File: src/rtl/gmii_pkg.sv
// rtl/gmii_pkg.sv - shared state type, framing constants and CRC-32 byte step
package gmii_pkg;

    typedef enum logic [2:0] {
        ST_IDLE = 3'd0,
        ST_PRE  = 3'd1,
        ST_SFD  = 3'd2,
        ST_HDR  = 3'd3,
        ST_PAY  = 3'd4,
        ST_FCS  = 3'd5,
        ST_IFG  = 3'd6
    } gmii_state_t;

    localparam logic [7:0]  PREAMBLE_BYTE = 8'h55;
    localparam logic [7:0]  SFD_BYTE      = 8'hD5;
    localparam logic [10:0] PREAMBLE_LEN  = 11'd7;
    localparam logic [10:0] HDR_LEN       = 11'd14;
    localparam logic [10:0] FCS_LEN       = 11'd4;
    localparam logic [10:0] MIN_PAYLOAD   = 11'd46;
    localparam logic [10:0] MAX_PAYLOAD   = 11'd1500;
    localparam logic [31:0] CRC_POLY      = 32'h04C11DB7;
    localparam logic [31:0] CRC_INIT      = 32'hFFFFFFFF;
    localparam logic [31:0] CRC_RESIDUE   = 32'hC704DD7B;

    function automatic logic [31:0] reflect32(input logic [31:0] v);
        logic [31:0] r;
        for (int i = 0; i < 32; i++) begin
            r[i] = v[31-i];
        end
        return r;
    endfunction

    // Ethernet shifts LSB first, so the register runs in reflected form
    localparam logic [31:0] CRC_POLY_REFL = reflect32(CRC_POLY);

    function automatic logic [31:0] crc32_byte_next(input logic [31:0] crc, input logic [7:0] data);
        logic [31:0] c;
        c = crc ^ {24'h000000, data};
        for (int i = 0; i < 8; i++) begin
            c = c[0] ? ((c >> 1) ^ CRC_POLY_REFL) : (c >> 1);
        end
        return c;
    endfunction

endpackage

File: src/rtl/crc32_d8.sv
// rtl/crc32_d8.sv - registered byte-wide Ethernet CRC-32 with clear and enable
module crc32_d8
    import gmii_pkg::*;
(
    input  logic        clk,
    input  logic        resetn,
    input  logic        clear,
    input  logic        en,
    input  logic [7:0]  data,
    output logic [31:0] crc_out
);

    always_ff @(posedge clk) begin
        if (!resetn) begin
            crc_out <= CRC_INIT;
        end else if (clear) begin
            crc_out <= CRC_INIT;
        end else if (en) begin
            crc_out <= crc32_byte_next(crc_out, data);
        end
    end

endmodule

File: src/rtl/gmii_frame_gen.sv
// rtl/gmii_frame_gen.sv - GMII test-frame source: preamble, header, counting payload, FCS, IFG
module gmii_frame_gen
    import gmii_pkg::*;
#(
    parameter logic [47:0] SRC_MAC   = 48'h02_00_00_00_00_01,
    parameter logic [15:0] ETHERTYPE = 16'h88B5,
    parameter int          MIN_IFG   = 12
) (
    input  logic        userclk2,
    input  logic        sys_reset_n,
    input  logic        enable,
    input  logic        link_up,
    input  logic [10:0] frame_len,
    input  logic [7:0]  ifg_len,
    output logic [7:0]  gmii_txd,
    output logic        gmii_tx_en,
    output logic        gmii_tx_er,
    output logic [31:0] frame_cnt,
    output logic        busy
);

    localparam logic [13:0][7:0] HDR_BYTES = {48'hFFFF_FFFF_FFFF, SRC_MAC, ETHERTYPE};
    localparam logic [7:0]       MIN_IFG_B = 8'(MIN_IFG);

    gmii_state_t      state;
    gmii_state_t      state_n;
    logic [10:0]      cnt;
    logic [10:0]      cnt_n;
    logic [10:0]      lat_len;
    logic [10:0]      lat_len_n;
    logic [7:0]       lat_ifg;
    logic [7:0]       lat_ifg_n;
    logic [7:0]       seq;
    logic             frame_done;
    logic             start;
    logic [10:0]      len_clamped;
    logic [7:0]       ifg_clamped;
    logic [7:0]       txd_n;
    logic             tx_en_n;
    logic             crc_clear;
    logic             crc_en;
    logic [31:0]      crc;
    logic [3:0][7:0]  fcs_bytes;

    assign start       = enable && link_up;
    assign len_clamped = (frame_len < MIN_PAYLOAD) ? MIN_PAYLOAD :
                         (frame_len > MAX_PAYLOAD) ? MAX_PAYLOAD : frame_len;
    assign ifg_clamped = (ifg_len < MIN_IFG_B) ? MIN_IFG_B : ifg_len;

    // state/cnt name the byte currently on the wire; *_n name the byte loaded at the next edge
    always_comb begin
        state_n    = state;
        cnt_n      = cnt + 11'd1;
        lat_len_n  = lat_len;
        lat_ifg_n  = lat_ifg;
        frame_done = 1'b0;
        case (state)
            ST_IDLE: begin
                cnt_n = '0;
                if (start) begin
                    state_n   = ST_PRE;
                    lat_len_n = len_clamped;
                    lat_ifg_n = ifg_clamped;
                end
            end
            ST_PRE: begin
                if (cnt == PREAMBLE_LEN - 11'd1) begin
                    state_n = ST_SFD;
                    cnt_n   = '0;
                end
            end
            ST_SFD: begin
                state_n = ST_HDR;
                cnt_n   = '0;
            end
            ST_HDR: begin
                if (cnt == HDR_LEN - 11'd1) begin
                    state_n = ST_PAY;
                    cnt_n   = '0;
                end
            end
            ST_PAY: begin
                if (cnt == lat_len - 11'd1) begin
                    state_n = ST_FCS;
                    cnt_n   = '0;
                end
            end
            ST_FCS: begin
                if (cnt == FCS_LEN - 11'd1) begin
                    state_n = ST_IFG;
                    cnt_n   = '0;
                end
            end
            ST_IFG: begin
                if (cnt == {3'b000, lat_ifg} - 11'd1) begin
                    frame_done = 1'b1;
                    cnt_n      = '0;
                    if (start) begin
                        state_n   = ST_PRE;
                        lat_len_n = len_clamped;
                        lat_ifg_n = ifg_clamped;
                    end else begin
                        state_n = ST_IDLE;
                    end
                end
            end
            default: begin
                state_n = ST_IDLE;
                cnt_n   = '0;
            end
        endcase
    end

    // crc already holds DA..last payload byte by the time the first FCS byte is selected
    assign fcs_bytes = ~crc;

    always_comb begin
        case (state_n)
            ST_PRE:  txd_n = PREAMBLE_BYTE;
            ST_SFD:  txd_n = SFD_BYTE;
            ST_HDR:  txd_n = HDR_BYTES[4'd13 - cnt_n[3:0]];
            ST_PAY:  txd_n = seq + cnt_n[7:0];
            ST_FCS:  txd_n = fcs_bytes[cnt_n[1:0]];
            default: txd_n = 8'h00;
        endcase
    end

    assign tx_en_n   = state_n inside {ST_PRE, ST_SFD, ST_HDR, ST_PAY, ST_FCS};
    assign crc_clear = (state_n == ST_SFD);
    assign crc_en    = (state_n == ST_HDR) || (state_n == ST_PAY);

    crc32_d8 u_crc (
        .clk     (userclk2),
        .resetn  (sys_reset_n),
        .clear   (crc_clear),
        .en      (crc_en),
        .data    (txd_n),
        .crc_out (crc)
    );

    always_ff @(posedge userclk2) begin
        if (!sys_reset_n) begin
            state      <= ST_IDLE;
            cnt        <= '0;
            lat_len    <= MIN_PAYLOAD;
            lat_ifg    <= MIN_IFG_B;
            seq        <= 8'h00;
            frame_cnt  <= 32'h0;
            gmii_txd   <= 8'h00;
            gmii_tx_en <= 1'b0;
            gmii_tx_er <= 1'b0;
            busy       <= 1'b0;
        end else begin
            state      <= state_n;
            cnt        <= cnt_n;
            lat_len    <= lat_len_n;
            lat_ifg    <= lat_ifg_n;
            gmii_txd   <= txd_n;
            gmii_tx_en <= tx_en_n;
            gmii_tx_er <= 1'b0;
            busy       <= (state_n != ST_IDLE);
            if (frame_done) begin
                frame_cnt <= frame_cnt + 32'd1;
                seq       <= seq + 8'd1;
            end
        end
    end

endmodule

File: config.mk
export PLATFORM = sky130hd
export DESIGN_NAME = gmii_frame_gen
export DESIGN_NICKNAME = d
export VERILOG_FILES = /design/src/rtl/gmii_pkg.sv /design/src/rtl/crc32_d8.sv /design/src/rtl/gmii_frame_gen.sv
export SDC_FILE = /design/constraint.sdc
export NUM_CORES = 1
export LEC_CHECK = 0
export CORE_ASPECT_RATIO = 0.6
export CORE_UTILIZATION = 35
export CTS_CLUSTER_DIAMETER = 80
export CTS_CLUSTER_SIZE = 24
export DETAILED_ROUTE_END_ITERATION = 12
export PLACE_DENSITY = 0.64
export SETUP_SLACK_MARGIN = 0.05
export SLEW_MARGIN = 20
export SYNTH_ARGS = -nofsm -noshare
export SYNTH_HDL_FRONTEND = slang
export SYNTH_SLANG_ARGS = --single-unit
File: constraint.sdc
create_clock -name userclk2 -period 9.4 [get_ports userclk2]
set_clock_uncertainty 0.05 [all_clocks]
set_input_delay 2.35 -clock userclk2 [delete_from_list [all_inputs] [get_ports userclk2]]
set_output_delay 2.35 -clock userclk2 [all_outputs]
set_load 0.05 [all_outputs]
Yosys cells after proc, flatten, opt, wreduce, memory -nomap -nowiden. Memories as Yosys holds them, arrays and structs flattened. Cells that the tools add are included.

RAM bits: 0. Flip-flop bits (word level): 115. Memories: 1. Output and inout bits: 43. Logic and storage cells: 96. Input port bits: 23. Latch bits: 0. Bits in read-only memories: 128.

Memory list: (no name shown) (words 16, bits a word 8, rd ports 1, clocked after Yosys merged registers in 0, write ports 0, RTL line gmii_frame_gen.sv:121) `ST_HDR: txd_n = HDR_BYTES[4'd13 - cnt_n[3:0]];`.

$add $sub $neg: 7. Multiplexer cells: 37. Equal/unequal tests: 17. Order comparisons: 5. Multipliers: 0. Divide/modulo/power cells: 0. Reductions and logical operators: 8. Shift operators: 0. Bitwise gates (word level): 11.

Operator list (count): $mux W32 (8); $not A13 Y14 (8); $mux W11 (9); $pmux W11 S5 (1); $mux W8 (5); $pmux W8 S5 (1); $add A32 B1 Y32 const B (1); $not A32 Y32 (1); $xor A32 B8 Y32 (1); $eq A11 B11 Y1 (2); $pmux W11 S2 (1); $pmux W3 S7 (1); $mux W3 (6); $bmux W8 S2 (1); $pmux W8 S2 (1); $eq A3 B3 Y1 const B (5); $eq A3 B2 Y1 const B (4); $add A11 B1 Y11 const B (1); $eq A11 B2 Y1 const B (1); $eq A11 B3 Y1 const B (1); $eq A11 B4 Y1 const B (1); $gt A11 B11 Y1 const B (1); $lt A11 B6 Y1 const B (1); $sub A11 B1 Y11 const B (1); other kinds (19) (22).

Logic depth before layout (Yosys ltp). Gate-level depths: netlist of run 1.

Depth in word-level cells: 25. Gate-level depth with buffers: 26. Mapped depth without buffers: 23.

By module. From an unflattened synthesis of run 1, not the netlist that was laid out.

Cell total of the unflattened synthesis: 870. Area total of the unflattened synthesis: 7159.4 µm².

By module, submodules not included: gmii_frame_gen (times used 1, area an instance 5248.8 µm², sequential area each 1661.6 µm², cells each 668); crc32_d8 (times used 1, area an instance 1910.6 µm², sequential area each 640.6 µm², cells each 202).

Worst setup path after synthesis of run 1. No wires, ideal clock.

Kind: register to register. From: register lat_ifg[0]. To: register u_crc.crc_out[18]. Arrival: 5.573 ns. Setup time: 0.126 ns. Cell stages (with the launch flop): 27. Data required time: 9.224 ns. Path slack: 3.652 ns. Path through: dfxtp_1 -> inv_1 -> ha_1 -> buf_2 -> o21ba_1 -> a221o_1 -> a221oi_1 -> a31oi_1 -> or2_0 -> buf_4 -> nor2_1 -> nor3_1 -> ha_1 -> fa_1 -> a21o_1 -> a21oi_1 -> o21bai_1 -> a21oi_1 -> xnor2_1 -> a21boi_0 -> o2111ai_1 -> o21a_1 -> buf_6 -> xnor2_2 -> xnor3_2 -> xnor2_1 -> o21ai_1.

Cells in the longest elaborated chain, start to end: 21. Elaborated cells on any way between the ends: 34. Those cells by class: add/sub (3); eq/ne (6); mux (16); bitwise (6); reduce/logical (2); memory (1).

Ends and longest elaborated chain: from (decl) (RTL line gmii_frame_gen.sv:31) `logic [7:0] lat_ifg;`; from (signal assigned) (RTL line gmii_frame_gen.sv:157) `lat_ifg <= lat_ifg_n;`; $sub A8 B1 Y9 * (RTL line gmii_frame_gen.sv:95) `if (cnt == {3'b000, lat_ifg} - 11'd1) begin`; $eq A11 B11 Y1 * (RTL line gmii_frame_gen.sv:95); $mux W11 * (RTL line gmii_frame_gen.sv:95); $pmux W11 S5 * (RTL line gmii_frame_gen.sv:57) `case (state)`; net cnt_n[0] (RTL line gmii_frame_gen.sv:28) `logic [10:0] cnt_n;`; $sub A4 B4 Y4 (RTL line gmii_frame_gen.sv:121); $mem_v2 Z16 W8; $mux W8 (not written as such) (RTL line gmii_frame_gen.sv:121); [4 not listed]; $not A13 Y14 (no line); $mux W32 * (2 in series) (RTL line gmii_pkg.sv:40) `c = c[0] ? ((c >> 1) ^ CRC_POLY_REFL) : (c >> 1);`; $not A13 Y14 (no line); $mux W32 * (RTL line gmii_pkg.sv:40); $not A13 Y14 (no line); $mux W32 * (RTL line gmii_pkg.sv:40); $not A13 Y14 (no line); $mux W32 * (2 in series) (RTL line gmii_pkg.sv:40); to (signal assigned) (RTL line crc32_d8.sv:19) `crc_out <= crc32_byte_next(crc_out, data);`; to (decl) (RTL line crc32_d8.sv:10) `output logic [31:0] crc_out`.

Mark *: on every way through the listed nets, which the timed path passes. The rest lies on a longest branch. The select of a mux whose other input is x is not followed. A chain may end at the register's enable or synchronous reset.

Worst setup path after layout of run 1. Same ends and word-level chain as after synthesis.

==> results of run 1 <==
-- power groups by stage --
stage / Sequential [mW] / Combinational, mW / Clock, mW
finish: 0.502 / 0.149 / 0.654
global route: 0.503 / 0.160 / 0.686
CTS: 0.502 / 0.147 / 0.662
global placement: 0.512 / 0.145 / 0
detailed placement: 0.512 / 0.146 / 0
floorplan: 0.515 / 0.106 / 0
-- cell usage after synthesis, drive strengths merged (9+ instances only) --
| cell | instances | area share |
|---|---|---|
| a21oi | 46 | 0.033 |
| xnor2 | 71 | 0.090 |
| clkbuf | 26 | 0.014 |
| o21ai | 47 | 0.034 |
| and2 | 9 | 0.0082 |
| mux2i | 18 | 0.027 |
| inv | 25 | 0.013 |
| nand2 | 75 | 0.039 |
| nor2 | 110 | 0.058 |
| and3 | 11 | 0.0099 |
| dfxtp | 115 | 0.32 |
| o211ai | 17 | 0.018 |
| nor3 | 27 | 0.019 |
| buf | 14 | 0.016 |
| nand3 | 33 | 0.023 |
| ha | 16 | 0.028 |
| xor2 | 55 | 0.068 |
| nand4 | 10 | 0.0087 |
| or3 | 11 | 0.010 |
| a211oi | 9 | 0.0094 |
-- worst max-delay path: stages (launching register included) --
cell       delay, ps
dfxtp_1          430
inv_1             70
ha_1             320
o21ba_1          220
a221o_1          340
a221oi_1         420
a31oi_1          270
or2_0            430
nor2_1           600
nor3_1           250
ha_1             260
or3_1            380
a31oi_1          400
o41ai_1          190
a2bb2oi_2        220
or3_1            430
o22ai_4          370
xnor2_2          270
xnor3_2          550
xnor2_1          170
o21ai_1           70
-- per-stage QoR --
step	instances	hold slack, ps	area (um^2)	utilization
detailed placement	1163	456	7990	0.398
global placement	1163	436	7990	0.398
global route	1193	485	8580	0.427
CTS	1193	464	8580	0.427
finish	1193	455	8580	0.427
floorplan	861	416	7180	-
-- final timing paths --
kind / startpoint / end / cells after the start
worst max-delay path: lat_ifg[0] / u_crc.crc_out[18] / 20
worst min register to register: lat_len[9] / lat_len[9] / 2
worst max register to register: lat_ifg[0] / u_crc.crc_out[18] / 20
worst min-delay path: lat_len[9] / lat_len[9] / 2
-- final cells by class --
class                      count  share of cell area
clock buffer                  20              0.0521
clock inverter                10              0.0158
inverter                      25              0.0109
multi-input combinational    681               0.534
sequential                   115               0.268
tap                          273              0.0398
timing repair buffer          69              0.0791
-- sequential cells by signal (all words and copies together), names as in the netlist --
register       flops
frame_cnt         32
u_crc.crc_out     32
seq                8
gmii_txd           8
lat_ifg            8
lat_len           11
gmii_tx_en         1
state              3
busy               1
cnt               11
-- metal layers --
| metal | track usage | vias up | routed length (um) | part of all wire |
|---|---|---|---|---|
| li1 | - | 3110 | - | - |
| met1 | 0.301 | 3006 | 10500 | 0.54 |
| met2 | 0.242 | 241 | 7240 | 0.37 |
| met4 | 0.0508 | 0 | 129 | 0.0066 |
| met3 | 0.0471 | 12 | 1690 | 0.086 |
| met5 | 0 | - | 0 | 0 |
-- kinds of logic after synthesis --
| family | Yosys count | synth area share |
|---|---|---|
| and+or+nand+nor | 333 | 0.226 |
| muxes | 18 | 0.0268 |
| buffers and inverters | 65 | 0.0430 |
| DFF | 115 | 0.320 |
| xor gates and xnor gates | 132 | 0.177 |
| other | 1 | 0.000522 |
| AOI/OAI and AO/OA | 180 | 0.175 |
| adders and majority gates | 17 | 0.0307 |
==> flow_summary.yaml, run 1 <==
run_status:
  status: "completed"
pwr:
  power_frac_clock: 0.501
  peakVddDrop_mv: 0.134
  p_total_mw: 1.31
  swShare: 0.251
  p_sw_mw: 0.328
  power_density_nw_per_um2: 152
  p_int_mw: 0.978
  seqPwrFrac: 0.384
  p_leak_nw: 3.27
  combPwrFrac: 0.114
timing:
  tightestPinTransition_ps: 913
  setup_viol: 0
  slew_headroom: 0.387
  fin_setup_tns_ps: 0
  post-route-min-period_ps: 6830
  rsz0062_at_grt: "no"
  timing.fmax_mhz: 146
  hold_violations: 0
  fin_crit_sh: 0.727
  fin_ws_ps: 2570
  drv_slew: 0
detailed_routing:
  drt_iter0_drc: 770
  vias: 6369
  routed_wl_mm: 19.6
  via_per_inst: 5.34
  antenna_left: 0
  drc: 0
  drtPass1Iterations: 6
  wl_per_cell_um: 16.4
place:
  routabilityCongestion: 0.906
  io_buffers: 64
  hpwl_mm: 14.1
  dp_slack_ps: 2790
synth:
  seq_area_frac_synth: 0.320
  yosys_warnings: 0
  synthArstFlopShare: 0
  synthFlopType: "dfxtp_1"
  postSynthAreaPerCell_um2: 8.34
  syn_nets: 901
  synth_edf_count: 0
  ys_ff_latch: 115
  syn-cell-area_um2: 7180
  synth_cells: 861
  ys_types: 86
global_routing:
  antenna_found_initial: 0
  grt_pass1_wl_mm: 31.6
  first_global_vias: 5823
  grt_usage: 0.190
  gr-total-overflow: 0
  grt_max_degree: 58
clock_tree:
  cts_buffers: 17
  cts_resized: 0
  cts_hold_buf: 0
  clk_latency_ps: 420
  cts.sinks: 115
  clkSlewWorstSetupHoldPaths_ps: 60
  cts_tree: "built"
  cts_buffer_depth: 2
  htreeDepth: 4
  cts-root-buf: "clkbuf_16"
  cts_setup_buffers: 0
layout:
  multiInputGateArea_um2: 4580
  regArea_um2: 2300
  nNetsFinal: 949
  syn_to_final_growth_pct: 19.4
  nFillCells: 1991
  final_cell_mix: "dfxtp_1 (115), nor2_1 (108), nand2_1 (75)"
  num_antenna_cells: 0
  final_layout_size_suffix_gt1_frac: 0.0837
  layout_commonest_cell: "dfxtp_1"
die:
  initial_core_util: 0.358
  core-area_um2: 20100
  dieHeight_um: 113
  die_w_um: 187
  dieArea_um2: 21100
  ios: 66
  rows: 40
setup_path:
  start_kind: "register"
  critPathKind: "reg2reg"
  crit_arrival_ps: 7070
  required_ps: 9640
  crit_path_end_kind: "register"
  critPathMaxFanout: 9
  reg2reg_slack_ps: 2570
min_path:
  min_path_type: "reg2reg"
job:
  maxCapViolCount: 0
Note: power is estimated with default switching activity, not from simulation.
==> run 2: changes to the inputs <==
==> constraint.sdc (replaced) <==
create_clock -name userclk2 -period 7.2 [get_ports userclk2]
set_clock_uncertainty 0.05 [all_clocks]
set_input_delay 1.8 -clock userclk2 [delete_from_list [all_inputs] [get_ports userclk2]]
set_output_delay 1.8 -clock userclk2 [all_outputs]
set_load 0.05 [all_outputs]
==> run 2 against run 1 <==
  * Fmax rose by 4.0%
  * First-iteration DRC count fell by 36%
  * Highest routed layer unchanged
  * Final area up 1.2%
  * Utilization up 0.53 points
  * Combinational power increased by 32%
  * Sequential power increased by 30%
  * Final cell count is 0.42% higher
  * Register-to-register slack lost 1900 ps
  * Clock-buffer cell count fell by 1
  * Non-clock buffer count rose by 3
==> flow_summary.yaml, run 2 (same netlist as run 1, synthesis figures left out) <==
layout:
  layout_commonest_cell: "dfxtp_1"
  num_antenna_cells: 0
  multiInputGateArea_um2: 4590
  instances_no_fill: 1198
  syn_to_final_growth_pct: 20.8
  nFillCells: 1950
  top_regs: "frame_cnt x32, u_crc.crc_out x32"
  final_core_util: 0.433
  final_area_um2: 8680
  final_cell_mix: "dfxtp_1 (115), nor2_1 (107), nand2_1 (75)"
  nNetsFinal: 952
  final_layout_size_suffix_gt1_frac: 0.0930
  regArea_um2: 2300
timing:
  fin_crit_sh: 0.913
  hold_violations: 0
  timing.fmax_mhz: 152
  tightestPinTransition_ps: 946
  drv_slew: 0
  finalHoldWorstSlack_ps: 455
  rsz0062_at_grt: "no"
  post-route-min-period_ps: 6570
  fin_setup_tns_ps: 0
  slew_headroom: 0.369
  setup_viol: 0
  fin_ws_ps: 626
setup_path:
  worstPathCellList: "inv_1 -> ha_1 -> o21ba_1 -> a221o_1 -> a221oi_1 -> a31oi_1 -> or2_0 -> nor2_2 -> nor2_1 -> ha_1 -> nand3_1 -> o211ai_1 -> o41ai_1 -> xnor2_1 -> nor3_1 -> a221oi_1 -> a21boi_0 -> o21ai_0 -> o31a_2 -> xnor3_1 -> xnor2_1 -> o21ai_0"
  required_ps: 7440
  cpPeakStageDelay_ps: 520
  cp_slowest_cell: "xnor3_1"
  critical_path_buf_inv_count: 1
  crit_path_end_kind: "register"
  start_kind: "register"
  critPathKind: "reg2reg"
  path_delay_family: "compound AO/OA/AOI/OAI gates"
  critPathMaxFanout: 9
  crit_arrival_ps: 6820
pwr:
  peakVddDrop_mv: 0.172
  p_sw_mw: 0.441
  power_frac_clock: 0.528
  p_total_mw: 1.80
  swShare: 0.244
  p_int_mw: 1.36
  seqPwrFrac: 0.363
  p_leak_nw: 3.33
  power_density_nw_per_um2: 208
  combPwrFrac: 0.109
run_status:
  status: "completed"
die:
  rows: 40
  initial_core_util: 0.358
  dieHeight_um: 113
  core-area_um2: 20100
  ios: 66
  die_w_um: 187
  dieArea_um2: 21100
detailed_routing:
  drtPass1Iterations: 5
  drc: 0
  antenna_left: 0
  via_per_inst: 5.27
  routed_wl_mm: 19.2
  wl_per_cell_um: 16.1
  vias: 6311
  drt_iter0_drc: 491
global_routing:
  grt_max_degree: 58
  grt_usage: 0.188
  grt_pass1_wl_mm: 31.4
  first_global_vias: 5766
  antenna_found_initial: 0
  gr-total-overflow: 0
clock_tree:
  htreeDepth: 4
  cts.sinks: 115
  cts_tree: "built"
  cts_buffer_depth: 2
  clkSlewWorstSetupHoldPaths_ps: 60
  cts-root-buf: "clkbuf_16"
  cts_buffers: 17
  clk_latency_ps: 430
job:
  maxCapViolCount: 0
place:
  dp.cells: 1166
  dp_slack_ps: 552
  placed_cell_area_um2: 8020
  routabilityCongestion: 0.913
  hpwl_mm: 14.0
  io_buffers: 64
min_path:
  min_path_type: "reg2reg"
[run 2: final cells by class]
type                       instances  share of cell area
multi-input combinational        681               0.528
sequential                       115               0.265
timing repair buffer              72              0.0807
clock buffer                      19              0.0522
tap                              273              0.0393
clock inverter                    13              0.0236
inverter                          25              0.0108
[run 2: power groups by stage]
stage / registers, mW / clock network (mW) / logic (mW)
floorplan: 0.672 / 0 / 0.139
global placement: 0.668 / 0 / 0.193
detailed placement: 0.668 / 0 / 0.193
CTS: 0.654 / 0.967 / 0.194
global route: 0.656 / 0.999 / 0.212
finish: 0.655 / 0.953 / 0.196
[run 2: routing by layer]
metal / track usage / part of all wire / up-vias
met1: 0.295 / 0.55 / 2954
li1: - / - / 3115
met4: 0.0443 / 0.0086 / 0
met3: 0.0627 / 0.088 / 17
met5: 0 / 0 / -
met2: 0.234 / 0.36 / 225
[run 2: final timing paths]
kind / from / endpoint / slack (ps) / cells after the start
worst max-delay path: lat_ifg[0] / u_crc.crc_out[20] / 630 / 22
worst min-delay path: lat_len[9] / lat_len[9] / 460 / 2
worst max register to register: lat_ifg[0] / u_crc.crc_out[20] / 630 / 22
worst min register to register: lat_len[9] / lat_len[9] / 460 / 2
[run 2: tightest hold or removal path, stage by stage, from the launching register on]
cell	delay [ps]
dfxtp_1	330
nand2b_1	70
a21oi_1	50
[run 2: timing repair]
action	4_1_cts	5_1_grt
setup buffers	0	0
hold buffers	0	0
endpoints found under the setup margin	0	13
resized for setup	0	2
